==> src/rtl/video_source_switcher.sv <==
// video_source_switcher
//   Frame-aligned 2:1 selector between two Avalon-ST video sources feeding a
//   single VGA sink. The output changes owner only after an endofpacket
//   handshake, and the new owner is picked up only from its next
//   startofpacket, so the sink never sees a partial frame. Counts forwarded
//   frames and flags a source that takes too long to deliver startofpacket.
//
// Ports
//   clk, reset        system clock, synchronous active-low reset (0 = in reset)
//   sel               requested source, sampled only on an eop handshake
//   s0_* / s1_*       source 0 / source 1 stream (data, valid, sop, eop, ready)
//   m_*               stream to the VGA sink (data, valid, sop, eop, ready)
//   active_src        source currently owning the output
//   switch_pending    sel differs from active_src
//   frame_count       eop handshakes forwarded on m_*, wraps at 0xFFFF
//   sync_timeout      sticky: waited SYNC_TIMEOUT cycles for sop in SYNC
module video_source_switcher #(
  parameter int unsigned DATA_W       = 12,
  parameter bit          DEFAULT_SRC  = 1'b0,
  parameter int unsigned SYNC_TIMEOUT = 1_000_000,
  parameter bit          IDLE_DRAIN   = 1'b1
) (
  input  logic              clk,
  input  logic              reset,
  input  logic              sel,
  input  logic [DATA_W-1:0] s0_data,
  input  logic              s0_valid,
  input  logic              s0_sop,
  input  logic              s0_eop,
  output logic              s0_ready,
  input  logic [DATA_W-1:0] s1_data,
  input  logic              s1_valid,
  input  logic              s1_sop,
  input  logic              s1_eop,
  output logic              s1_ready,
  output logic [DATA_W-1:0] m_data,
  output logic              m_valid,
  output logic              m_sop,
  output logic              m_eop,
  input  logic              m_ready,
  output logic              active_src,
  output logic              switch_pending,
  output logic [15:0]       frame_count,
  output logic              sync_timeout
);

  typedef enum logic {SYNC, STREAM} state_t;

  localparam int unsigned          CNT_W   = $clog2(SYNC_TIMEOUT + 1);
  localparam logic [CNT_W-1:0]     TO_MAX  = CNT_W'(SYNC_TIMEOUT);
  localparam logic [CNT_W-1:0]     TO_LAST = CNT_W'(SYNC_TIMEOUT - 1);

  state_t             state, state_nxt;
  logic               active_nxt;
  logic [CNT_W-1:0]   to_cnt;

  logic [DATA_W-1:0]  act_data;
  logic               act_valid, act_sop, act_eop, act_ready;
  logic               frame_done;

  // Selected-source view
  always_comb begin
    act_data  = active_src ? s1_data  : s0_data;
    act_valid = active_src ? s1_valid : s0_valid;
    act_sop   = active_src ? s1_sop   : s0_sop;
    act_eop   = active_src ? s1_eop   : s0_eop;
  end

  assign frame_done     = (state == STREAM) && act_valid && m_ready && act_eop;
  assign switch_pending = (sel != active_src);

  // State register
  always_ff @(posedge clk) begin
    if (!reset) begin
      state        <= SYNC;
      active_src   <= DEFAULT_SRC;
      frame_count  <= '0;
      sync_timeout <= 1'b0;
      to_cnt       <= '0;
    end else begin
      state      <= state_nxt;
      active_src <= active_nxt;
      if (frame_done)
        frame_count <= frame_count + 16'd1;
      // Counter only runs while waiting for sop; any move to STREAM clears it.
      if (state == SYNC && state_nxt == SYNC) begin
        if (to_cnt < TO_MAX)
          to_cnt <= to_cnt + 1'b1;
        if (to_cnt >= TO_LAST)
          sync_timeout <= 1'b1;
      end else begin
        to_cnt <= '0;
      end
    end
  end

  // Next-state logic
  always_comb begin
    state_nxt  = state;
    active_nxt = active_src;
    case (state)
      SYNC: begin
        if (act_valid && act_sop)
          state_nxt = STREAM;
      end
      STREAM: begin
        if (frame_done && (sel != active_src)) begin
          state_nxt  = SYNC;
          active_nxt = sel;
        end
      end
      default: state_nxt = SYNC;
    endcase
  end

  // Output logic: pure pass-through, everything gated off while in reset
  always_comb begin
    m_data    = act_data;
    m_valid   = 1'b0;
    m_sop     = 1'b0;
    m_eop     = 1'b0;
    act_ready = 1'b0;
    s0_ready  = 1'b0;
    s1_ready  = 1'b0;
    if (reset) begin
      case (state)
        // Discard beats until sop; hold the sop beat for STREAM to forward.
        SYNC:   act_ready = !(act_valid && act_sop);
        STREAM: begin
          m_valid   = act_valid;
          m_sop     = act_sop;
          m_eop     = act_eop;
          act_ready = m_ready;
        end
        default: act_ready = 1'b0;
      endcase
      s0_ready = active_src ? IDLE_DRAIN : act_ready;
      s1_ready = active_src ? act_ready  : IDLE_DRAIN;
    end
  end

endmodule

==> config.mk <==
export PLATFORM = sky130hd
export DESIGN_NAME = video_source_switcher
export DESIGN_NICKNAME = d
export VERILOG_FILES = /design/src/rtl/video_source_switcher.sv
export SDC_FILE = /design/constraint.sdc
export NUM_CORES = 1
export LEC_CHECK = 0
export CAP_MARGIN = 20
export CORE_MARGIN = 2
export CORE_UTILIZATION = 42
export DETAILED_ROUTE_END_ITERATION = 10
export PLACE_DENSITY = 0.77
export SLEW_MARGIN = 20
export SYNTH_ARGS = -nofsm -noshare
export SYNTH_HDL_FRONTEND = slang
export SYNTH_SLANG_ARGS = --single-unit
==> constraint.sdc <==
create_clock -name clk -period 1.9 [get_ports clk]
set_input_delay 0.38 -clock clk [delete_from_list [all_inputs] [get_ports clk]]
set_output_delay 0.38 -clock clk [all_outputs]
set_load 0.05 [all_outputs]
Yosys cells after proc, flatten, opt, wreduce, memory -nomap -nowiden
Cells that the tools add are included.
- register bits after elaboration: 39
- latch bits: 0
- bits in writable memories: 0
- bits in read-only memories: 0
- input bits: 34
- output and inout bits: 36
- word-level logic and storage cells: 40
- memories kept: 0
- add/sub/neg operators: 2
- multiply operators: 0
- divide/modulo/power cells: 0
- magnitude comparators: 2
- eq/ne operators: 1
- shift-type cells: 0
- muxes and demuxes: 18
- bitwise gates (word level): 2
- reductions and logical operators: 10
- operators with widths (cell ; count):
    adder 20 x 1 -> 20 bit, second input constant ; 1
    greater-or-equal comparator 20 bit, second input constant ; 1
    < comparator 20 bit, second input constant ; 1
    adder 16 x 1 -> 16 bit, second input constant ; 1
    2-to-1 mux 1 bit ; 15
    2-to-1 mux 12 bit ; 1
    logical AND 1 bit ; 6
    AND reduction 2 bit ; 3
    case mux 1 bit (2 select lines) ; 2
    NOT 1 bit ; 2
    logical NOT 1 bit ; 1
    inequality test 1 bit ; 1

Logic depth before layout (Yosys ltp)
Gate-level depths: netlist of run 1.
- word-level depth: 10
- depth in mapped cells: 7

Worst setup path after synthesis of run 1
Ideal clock, no wire load.
- kind: register to output
- start: reg active_src
- end: out s0_ready
- arrival time: 2308 ps
- data required time: 1520 ps
- slack: -788 ps
- cell stages (with the launch flop): 5
- cells stage by stage: dfxtp_1 -> buf_1 -> clkbuf_1 -> inv_1 -> a31oi_1
- word-level cells in the longest chain between the ends: 6
- elaborated cells on any way between the ends: 7
- those cells by class: 5 x mux; 2 x reduce/logical
- RTL lines (element ; RTL line ; RTL):
    from (decl) ; 41 ; output logic active_src,
    from (signal assigned) ; 82 ; active_src <= active_nxt;
    2-to-1 mux 1 bit, on equally long branches ; 64, 65 ;
    logical AND 1 bit ; 128 ; SYNC: act_ready = !(act_valid && act_sop);
    logical NOT 1 bit ; 128 ;
    case mux 1 bit (2 select lines) ; 126 ; case (state)
    2-to-1 mux 1 bit * ; 137 ; s0_ready = active_src ? IDLE_DRAIN : act_ready;
    2-to-1 mux 1 bit * ; 125 ; if (reset) begin
    to (decl) ; 30 ; output logic s0_ready,
Mark *: on every way between the ends. The rest lies on a longest branch, timed or not.

Worst setup path in the final report of run 1
- start: in s1_eop
- end: reg frame_count[15]
- word-level cells in the longest chain between the ends: 2
- RTL lines (element ; RTL line ; RTL):
    from (decl) ; 34 ; input logic s1_eop,
    2-to-1 mux 1 bit ; 66 ; act_eop = active_src ? s1_eop : s0_eop;
    logical AND 1 bit ; 69 ; assign frame_done = (state == STREAM) && act_valid && m_ready && act_eop;
    to (signal assigned) ; 84 ; frame_count <= frame_count + 16'd1;
    to (decl) ; 43 ; output logic [15:0] frame_count,
No other way between the ends.
A chain may end at the register's enable or synchronous reset.

==> results of run 1 <==
-- per-layer routing --
metal / vias up / global-route usage (%)
met2: 49 / 36.2
met1: 1066 / 26.5
met4: 0 / 5.26
li1: 1149 / -
met5: - / 0
met3: 10 / 4.76
-- per-stage QoR --
step / setup slack [ps] / TNS, ps / utilization [%]
6_report: 24.5 / 0 / 68.8
5_1_grt: -110 / -194 / 68.8
4_1_cts: 6.76 / 0 / 67.7
3_5_place_dp: -313 / -3470 / 65.2
3_3_place_gp: -272 / -3220 / 65.2
2_1_floorplan: 23.1 / 0 / -
-- flip-flops by register name, summed over array words and instances (netlist names) --
name          count
to_cnt           20
frame_count      16
active_src        1
state             1
sync_timeout      1
-- cells by family (layout without fill, tap and decap cells) --
group / after synthesis / count (layout) / share of synthesized area, %
simple gates: 100 / 100 / 27.1
compound gates: 66 / 67 / 18.1
flops: 39 / 39 / 36.3
buf+inv: 25 / 112 / 4.89
mux: 21 / 21 / 10.5
xor+xnor: 5 / 5 / 2.04
fa+ha+maj: 2 / 2 / 1.16
-- layout make-up --
| cell class | count | area, sq um |
|---|---|---|
| fill | 425 | 1570 |
| inverter | 11 | 41.3 |
| multi-input combinational | 195 | 1380 |
| clock buffer | 6 | 82.6 |
| clock inverter | 1 | 5.00 |
| tap | 70 | 87.6 |
| timing repair buffer | 94 | 1060 |
| sequential | 39 | 787 |
-- synth_stat cells (all sizes together) --
master | number | area, sq um
or4 | 10 | 75.1
o31ai | 10 | 75.1
nor3 | 3 | 15.0
and2 | 1 | 6.26
or2 | 1 | 6.26
ha | 2 | 25.0
nand3b | 2 | 27.5
or3 | 16 | 100
nand2 | 22 | 82.6
and4 | 7 | 61.3
nand3 | 12 | 60.1
nor4 | 4 | 40.0
a2111o | 2 | 22.5
nand2b | 3 | 18.8
xnor2 | 2 | 17.5
nand4 | 7 | 43.8
a211oi | 2 | 15.0
a311oi | 1 | 8.76
clkinv | 1 | 3.75
buf | 9 | 45.1
mux2 | 12 | 135
nor2 | 12 | 45.0
o21ai | 18 | 90.1
o221a | 1 | 11.3
clkbuf | 5 | 18.8
inv | 10 | 37.5
dfxtp | 39 | 781
xor2 | 3 | 26.3
mux2i | 9 | 90.1
o21a | 1 | 7.51
a31oi | 3 | 18.8
a21oi | 28 | 140
-- power by group --
| part | leakage (nW) | internal (mW) | switching [mW] |
|---|---|---|---|
| Clock | 0.0470 | 0.285 | 0.288 |
| Combinational | 0.880 | 0.193 | 0.175 |
| Sequential | 0.316 | 0.822 | 0.00757 |
-- final timing paths --
path                      startpoint                            to  slack, ps  cells past startpoint
min          to_cnt[19]$_SDFFE_PN0N_       to_cnt[19]$_SDFFE_PN0N_        480                      1
max                           s1_eop  frame_count[15]$_SDFFE_PN0P_         20                      6
min reg2reg  to_cnt[19]$_SDFFE_PN0N_       to_cnt[19]$_SDFFE_PN0N_        480                      1
max reg2reg  active_src$_SDFFE_PN0P_  frame_count[12]$_SDFFE_PN0P_        120                      4
-- repair_timing --
action	in CTS	in global routing
cloned	0	1
pin swaps	3	8
gates resized for setup	9	9
buffers inserted	0	2
hold endpoints to repair	0	0
setup endpoints to repair	19	21
==> flow_summary_export.csv, run 1 <==
group,metric,value,unit
outcome,status,"finished, final reports clean",
setup_path,cp_slowest_cell,"clkdlybuf4s50_1",
clock_network,cts_root_buf,"clkbuf_8",
routing,met3_length,249,microns
cells_and_area,n_antenna_cell,0,
global_route,grt_pass1_vias,2057,
sta,slew_headroom,66.7,%
clock_network,cts_made_buffers,5,
floorplan,die_area,5710,sq um
global_route,grt_pass1_wl,9280,microns
routing,drc,0,
sta,worst_pin_slew,499,ps
setup_path,path_cells,"clkdlybuf4s50_1 > nand3_2 > a2111o_1 > buf_4 > nor4_2 > mux2i_1",
floorplan,io_pins,70,
placement,place_area,3270,sq um
routing,highest_layer,"met4",
routing,first_iter_violations,122,
routing,detail-route-antenna-nets,0,
power_and_ir_drop,power_density,514,nW/um^2
sta,hold_violations,0,
setup_path,worst_setup_path_end_kind,"flop",
cells_and_area,nNetsFinal,382,
setup_path,slowest_delay,500,ps
floorplan,start_util,42.9,%
floorplan,row_count,26,
cells_and_area,fin_area,3440,sq um
clock_network,cts_hold_buf,0,
cells_and_area,layout_common_cells,"37 x buf_4, 36 x dfxtp_1, 30 x clkdlybuf4s50_1",
routing,vias,2274,
sta,fin_crit,1880,ps
clock_network,path_clk_slew,80,ps
cells_and_area,stdcell_count,416,
routing,wl_met2,3040,microns
clock_network,tritoncts,"done",
setup_path,crit_fanout,5,
floorplan,die_h,75.6,microns
setup_path,path_class,"in -> reg",
floorplan,die_width,75.6,microns
global_route,grt_usage,21.0,%
hold_path,hp-class,"reg -> reg",
global_route,grt-ovfl-total,0,
cells_and_area,final_layout_size_suffix_gt1_share,28.3,%
synth,ys_ff_latch,39,
synth,synth_cell_types,37,
synth,ys_seq_area_share,36.3,%
clock_network,clkLatencyLatePin,290,ps
synth,synth_warnings,0,
flow_run,cap_viol_max_count,0,
power_and_ir_drop,worst_ir_drop_vdd,0.405,mV
floorplan,core-area,5010,sq um
setup_path,start_kind,"primary input",
setup_path,arrival,2110,ps
sta,setup_viol,0,
setup_path,cp_top_family,"buffers and inverters",
synth,syn_nets,294,
synth,syn_area,2150,sq um
cells_and_area,layout_commonest_cell,"buf_4",
sta,max_freq,533,MHz
cells_and_area,area.growth.synth_to_final,60.2,%
clock_network,cts_max_path_buffers,2,
global_route,grt_max_degree,18,
synth,syn_inst,258,
routing,drt-met1-wl,2640,microns
setup_path,required,2130,ps
placement,gp_congestion,0.823,
power_and_ir_drop,p_total,1.77,mW
setup_path,cp_num_buf_inv,2,
placement,place_hpwl,4270,microns
routing,wl,5990,microns
sta,finClkSkew,6.47,ps
synth,synthesis.area_per_instance,8.34,sq um
routing,drt_pass1_iterations,4,
placement,place_inst,406,
routing,via_per_inst,5.47,
sta,finalCritPeriodShare,98.7,%
power_and_ir_drop,p_leak,1.24,nW
clock_network,cts_sinks,39,
clock_network,htreeDepth,2,
sta,maxSlewViolCount,0,
global_route,antenna_found_initial,0,
sta,hold_slack,476,ps
placement,portBuffers,69,
routing,routedWlPerCell,14.4,microns
(Power assumes the default switching activity.)
==> run 2: changes to the inputs <==
--- a/config.mk
+++ b/config.mk
@@ -9,7 +9,7 @@
 export CORE_MARGIN = 2
 export CORE_UTILIZATION = 42
 export DETAILED_ROUTE_END_ITERATION = 10
-export PLACE_DENSITY = 0.77
+export PLACE_DENSITY = 0.8
 export SLEW_MARGIN = 20
 export SYNTH_ARGS = -nofsm -noshare
 export SYNTH_HDL_FRONTEND = slang
==> run 2 against run 1 <==
  * Worst hold slack improved by 11 ps
  * Power decreased by 1.1%
  * Sequential share of layout area shrank 0.12 points
  * First-iteration DRC count up 24%
  * Combinational power barely moved
  * Final cell count increased by 0.96%
  * Global-route usage rose by 0.67 points
  * Clock skew down 2.2 ps
  * Largest power group unchanged
==> flow_summary_export.csv, run 2 (synthesized netlist as in run 1, its figures left out) <==
group,metric,value,unit
routing,via_per_inst,5.37,
sta,max_freq,538,MHz
placement,portBuffers,69,
floorplan,start_util,42.9,%
floorplan,io_pins,70,
cells_and_area,n_antenna_cell,0,
floorplan,die_h,75.6,microns
setup_path,path_cells,"clkdlybuf4s50_1 > nand3_2 > nand3_4 > a31oi_4 > buf_12",
global_route,grt_pass1_vias,2058,
cells_and_area,nNetsFinal,385,
clock_network,path_clk_slew,70,ps
global_route,grt_pass1_wl,9540,microns
setup_path,regToRegEndpoint,"frame_count[8]$_SDFFE_PN0P_",
sta,hold_violations,0,
setup_path,slowest_delay,450,ps
placement,place_hpwl,4360,microns
sta,fin_crit,1860,ps
routing,detail-route-antenna-nets,0,
placement,place_inst,406,
global_route,antenna_found_initial,0,
power_and_ir_drop,power_density,505,nW/um^2
clock_network,tritoncts,"done",
cells_and_area,layout_common_cells,"40 x buf_4, 36 x dfxtp_1, 28 x a21oi_1, 28 x clkdlybuf4s50_1",
setup_path,start_kind,"primary input",
placement,place_ws,-332,ps
clock_network,cts_max_path_buffers,2,
setup_path,startpoint,"s1_sop",
hold_path,hp-class,"reg -> reg",
sta,hold_slack,487,ps
sta,finalCritPeriodShare,97.9,%
floorplan,row_count,26,
sta,rsz0062_at_grt,"false",
setup_path,cp_slowest_cell,"clkdlybuf4s50_1",
setup_path,r2r-start,"active_src$_SDFFE_PN0P_",
clock_network,cts_made_buffers,5,
routing,wl,6030,microns
setup_path,crit_fanout,3,
setup_path,arrival,1480,ps
cells_and_area,reg_top3,"to_cnt: 20 flops, frame_count: 16 flops",
sta,maxSlewViolCount,0,
sta,finClkSkew,4.22,ps
sta,worst_pin_slew,517,ps
sta,setup_viol,0,
flow_run,cap_viol_max_count,0,
routing,first_iter_violations,151,
power_and_ir_drop,worst_ir_drop_vdd,0.436,mV
cells_and_area,largest-register,"to_cnt",
clock_network,cts_root_buf,"clkbuf_8",
floorplan,die_width,75.6,microns
setup_path,worst_setup_path_end_kind,"primary output",
clock_network,htreeDepth,2,
floorplan,die_area,5710,sq um
cells_and_area,largest_reg_flops,20,
setup_path,required,1520,ps
clock_network,clkLatencyLatePin,290,ps
global_route,grt_max_degree,18,
sta,fin_ws,39.8,ps
outcome,status,"finished, final reports clean",
global_route,grt_usage,21.6,%
routing,drt_pass1_iterations,4,
cells_and_area,final_layout_size_suffix_gt1_share,28.9,%
sta,slew_headroom,65.4,%
cells_and_area,stdcell_count,420,
routing,drc,0,
cells_and_area,layout_commonest_cell,"buf_4",
power_and_ir_drop,p_leak,1.28,nW
clock_network,cts_hold_buf,0,
global_route,grt-ovfl-total,0,
routing,routedWlPerCell,14.4,microns
setup_path,crit_end,"s0_ready",
clock_network,cts_sinks,39,
setup_path,r2r_slack,130,ps
routing,vias,2256,
setup_path,r2r_cells,5,
placement,gp_congestion,0.793,
cells_and_area,area.growth.synth_to_final,61.0,%
setup_path,path_class,"in -> out",
floorplan,core-area,5010,sq um
-- run 2: cell count changes in the layout (fill, tap and decap cells not counted), sizes merged --
cell	before	now
clkbuf	6	7
buf	58	61
dlymetal6s2s	4	6
clkdlybuf4s50	30	28
-- run 2: cell type report --
class	instances	area, sq um
inverters	11	41.3
multi-input cells	195	1380
repair buffers	97	1080
flip-flops and latches	39	787
fillers	380	1550
well taps	70	87.6
clock inverters	1	5.00
clock buffers	7	76.3
-- run 2: worst max-delay path, delay by kind of cell --
kind / cells / cell delay [ps]
simple gates: 2 / 250
buf+inv: 2 / 610
compound gates: 1 / 230
-- run 2: power by group --
group,internal [mW],total (mW),switching (mW)
Sequential,0.821,0.829,0.00719
Clock,0.258,0.553,0.295
Combinational,0.192,0.369,0.177
Total,1.27,1.75,0.479
-- run 2: how the worst min path moves through the flow --
stage / startpoint / to / slack [ps] / cells past startpoint
floorplan: to_cnt[19]$_SDFFE_PN0N_ / to_cnt[19]$_SDFFE_PN0N_ / 440 / 1
global placement: to_cnt[19]$_SDFFE_PN0N_ / to_cnt[19]$_SDFFE_PN0N_ / 450 / 1
detailed placement: to_cnt[5]$_SDFFE_PN0N_ / to_cnt[5]$_SDFFE_PN0N_ / 480 / 2
CTS: frame_count[10]$_SDFFE_PN0P_ / frame_count[10]$_SDFFE_PN0P_ / 490 / 2
global route: to_cnt[19]$_SDFFE_PN0N_ / to_cnt[19]$_SDFFE_PN0N_ / 510 / 1
finish: frame_count[10]$_SDFFE_PN0P_ / frame_count[10]$_SDFFE_PN0P_ / 490 / 2
-- run 2: repair_timing --
item / CTS / global route
setup endpoints to repair: 10 / 28
buffers inserted: 1 / 4
resized for setup: 8 / 12
cloned: 0 / 1
pin swaps: 4 / 6
-- run 2: per-stage QoR --
| stage | util [%] | TNS [ps] | power [mW] | instance area [sq um] |
|---|---|---|---|---|
| final | 69.1 | 0 | 1.75 | 3460 |
| after CTS | 67.6 | -30.2 | 1.76 | 3380 |
| after floorplan | - | 0 | 1.00 | 2210 |
| after detailed placement | 65.2 | -3730 | 1.21 | 3270 |
| after global placement | 65.2 | -3190 | 1.20 | 3270 |
| after global routing | 69.1 | 0 | 1.80 | 3460 |
-- run 2: layer usage --
metal	track usage [%]	part of all wire [%]
met5	0	0
met4	6.82	1.1
met3	5.03	4.6
met2	36.7	51
met1	27.2	43
==> run 3: changes to the inputs <==
--- a/config.mk
+++ b/config.mk
@@ -6,10 +6,11 @@
 export NUM_CORES = 1
 export LEC_CHECK = 0
 export CAP_MARGIN = 20
+export CORE_ASPECT_RATIO = 2
 export CORE_MARGIN = 2
 export CORE_UTILIZATION = 42
 export DETAILED_ROUTE_END_ITERATION = 10
-export PLACE_DENSITY = 0.8
+export PLACE_DENSITY = 0.85
 export SLEW_MARGIN = 20
 export SYNTH_ARGS = -nofsm -noshare
 export SYNTH_HDL_FRONTEND = slang
==> constraint.sdc (replaced) <==
create_clock -name clk -period 1.9 [get_ports clk]
set_input_delay 0.38 -clock clk [delete_from_list [all_inputs] [get_ports clk]]
set_output_delay 0.38 -clock clk [all_outputs]
set_load 0.01 [all_outputs]
==> run 3 against run 2 <==
  * First-iteration DRC count shrank 63%
  * Maximum frequency shrank 0.96%
  * Non-clock buffer count grew 5
  * Worst setup slack lost 18 ps
  * Clock power grew 3%
  * Worst hold slack lost 9.2 ps
  * Critical endpoint is now frame_count[12]$_SDFFE_PN0P_
  * Largest cell class unchanged
  * Largest power group unchanged
==> flow_summary_export.csv, run 3 (synthesized netlist as in run 1, its figures left out) <==
group,metric,value,unit
sta,slew_headroom,70.8,%
cells_and_area,nNetsFinal,391,
floorplan,die_area,5740,sq um
placement,place_area,3080,sq um
clock_network,tritoncts,"done",
hold_path,holdPathStages,1,
clock_network,clkLatencyLatePin,300,ps
routing,wl,6470,microns
clock_network,cts_max_path_buffers,2,
cells_and_area,largest-register,"to_cnt",
sta,max_freq,532,MHz
sta,setup_viol,0,
setup_path,path_class,"reg -> reg",
routing,drt_pass1_iterations,4,
flow_run,cap_viol_max_count,0,
power_and_ir_drop,p_leak,1.15,nW
routing,drc,0,
routing,detail-route-antenna-nets,0,
sta,finClkSkew,5.41,ps
cells_and_area,layout_common_cells,"46 x clkdlybuf4s50_1, 37 x dfxtp_1, 28 x a21oi_1",
cells_and_area,fin_area,3270,sq um
routing,via_per_inst,5.71,
cells_and_area,final_layout_size_suffix_gt1_share,19.4,%
sta,fin_setup_tns,0,ps
global_route,antenna_found_initial,0,
cells_and_area,n_antenna_cell,0,
sta,worst_pin_slew,434,ps
setup_path,cp_num_buf_inv,1,
routing,routedWlPerCell,15.7,microns
setup_path,path_cells,"buf_6 > nand3b_4 > a2111o_1 > or4_1 > a21oi_1",
power_and_ir_drop,intPower,1.21,mW
cells_and_area,largest_reg_flops,20,
power_and_ir_drop,p_sw,0.409,mW
global_route,grt_pass1_wl,10400,microns
routing,first_iter_violations,56,
power_and_ir_drop,sw_frac_of_total,25.3,%
cells_and_area,fin_util,66.6,%
setup_path,start_kind,"flop",
setup_path,slowest_delay,550,ps
placement,place_ws,-393,ps
global_route,grt_usage,23.9,%
cells_and_area,stdcell_count,413,
clock_network,htreeDepth,2,
power_and_ir_drop,combPwrFrac,13.9,%
setup_path,r2r_cells,5,
clock_network,cts_made_buffers,5,
cells_and_area,reg_top3,"to_cnt: 20 flops, frame_count: 16 flops",
clock_network,cts_root_buf,"clkbuf_8",
setup_path,worst_setup_path_end_kind,"flop",
clock_network,path_clk_slew,80,ps
sta,fin_ws,21.8,ps
setup_path,arrival,2120,ps
sta,finalCritPeriodShare,98.9,%
setup_path,required,2140,ps
routing,vias,2357,
setup_path,cp_slowest_cell,"or4_1",
sta,maxSlewViolCount,0,
setup_path,crit_fanout,5,
setup_path,cp_top_family,"simple AND/OR/NAND/NOR gates",
power_and_ir_drop,power_density,495,nW/um^2
power_and_ir_drop,pwr-share-seq,51.1,%
clock_network,cts_sinks,39,
placement,place_hpwl,4580,microns
floorplan,start_util,43.8,%
global_route,grt-ovfl-total,0,
placement,portBuffers,69,
power_and_ir_drop,pwr-share-clk,35.0,%
floorplan,core-area,4910,sq um
sta,rsz0062_at_grt,"true",
sta,hold_slack,478,ps
cells_and_area,num-fill-cells,381,
hold_path,hp-class,"reg -> reg",
placement,place_inst,396,
power_and_ir_drop,worst_ir_drop_vdd,0.554,mV
sta,fin_crit,1880,ps
outcome,status,"finished, final reports clean",
setup_path,path_depth,5,
placement,gp_congestion,0.812,
floorplan,io_pins,70,
sta,hold_violations,0,
global_route,grt_pass1_vias,2359,
floorplan,row_count,36,
cells_and_area,layout_commonest_cell,"clkdlybuf4s50_1",
power_and_ir_drop,p_total,1.62,mW
global_route,grt_max_degree,22,
floorplan,die_width,54.6,microns
floorplan,die_h,105,microns
cells_and_area,area.growth.synth_to_final,52.0,%
## run 3: cell types whose count changed in the layout (fill, tap and decap cells not counted), moves of 4 or more
cell,before,now
buf_12,20,2
buf_4,40,27
clkdlybuf4s15_1,0,8
clkdlybuf4s50_1,28,46
dlygate4sd2_1,2,6
## run 3: timing repair
item | CTS | global route
buffers inserted | 4 | 4
resized for setup | 32 | 24
hold buffers | 0 | 0
gates cloned | 2 | 0
pin swaps | 4 | 4
endpoints found under the setup margin | 25 | 11
## run 3: final timing paths
check / startpoint / end / slack (ps)
min reg2reg: to_cnt[19]$_SDFFE_PN0N_ / to_cnt[19]$_SDFFE_PN0N_ / 480
min: to_cnt[19]$_SDFFE_PN0N_ / to_cnt[19]$_SDFFE_PN0N_ / 480
max reg2reg: active_src$_SDFFE_PN0P_ / frame_count[12]$_SDFFE_PN0P_ / 20
max: active_src$_SDFFE_PN0P_ / frame_count[12]$_SDFFE_PN0P_ / 20
## run 3: routing by layer
| metal | track usage (%) | vias up | routed length (microns) |
|---|---|---|---|
| li1 | - | 1170 | - |
| met1 | 24.3 | 1120 | 2350 |
| met2 | 42.5 | 50 | 3770 |
| met3 | 4.14 | 17 | 176 |
| met4 | 12.5 | 0 | 165 |
| met5 | 0 | - | 0 |
## run 3: area by class of cell
cell class / instances / area [sq um] / area share [%]
Sequential cell: 39 / 786 / 24.0
Multi-Input combinational cell: 196 / 1330 / 40.6
Clock inverter: 3 / 20.0 / 0.612
Clock buffer: 5 / 68.8 / 2.10
Timing Repair Buffer: 102 / 956 / 29.2
Inverter: 11 / 41.3 / 1.26
Tap cell: 57 / 71.3 / 2.18
## run 3: power by group through the flow
stage          Combinational, mW  Sequential, mW  Clock, mW
2_1_floorplan             0.0737           0.847          0
3_3_place_gp               0.224           0.848          0
3_5_place_dp               0.231           0.848          0
4_1_cts                    0.219           0.828      0.583
5_1_grt                    0.241           0.829      0.607
6_report                   0.224           0.827      0.567
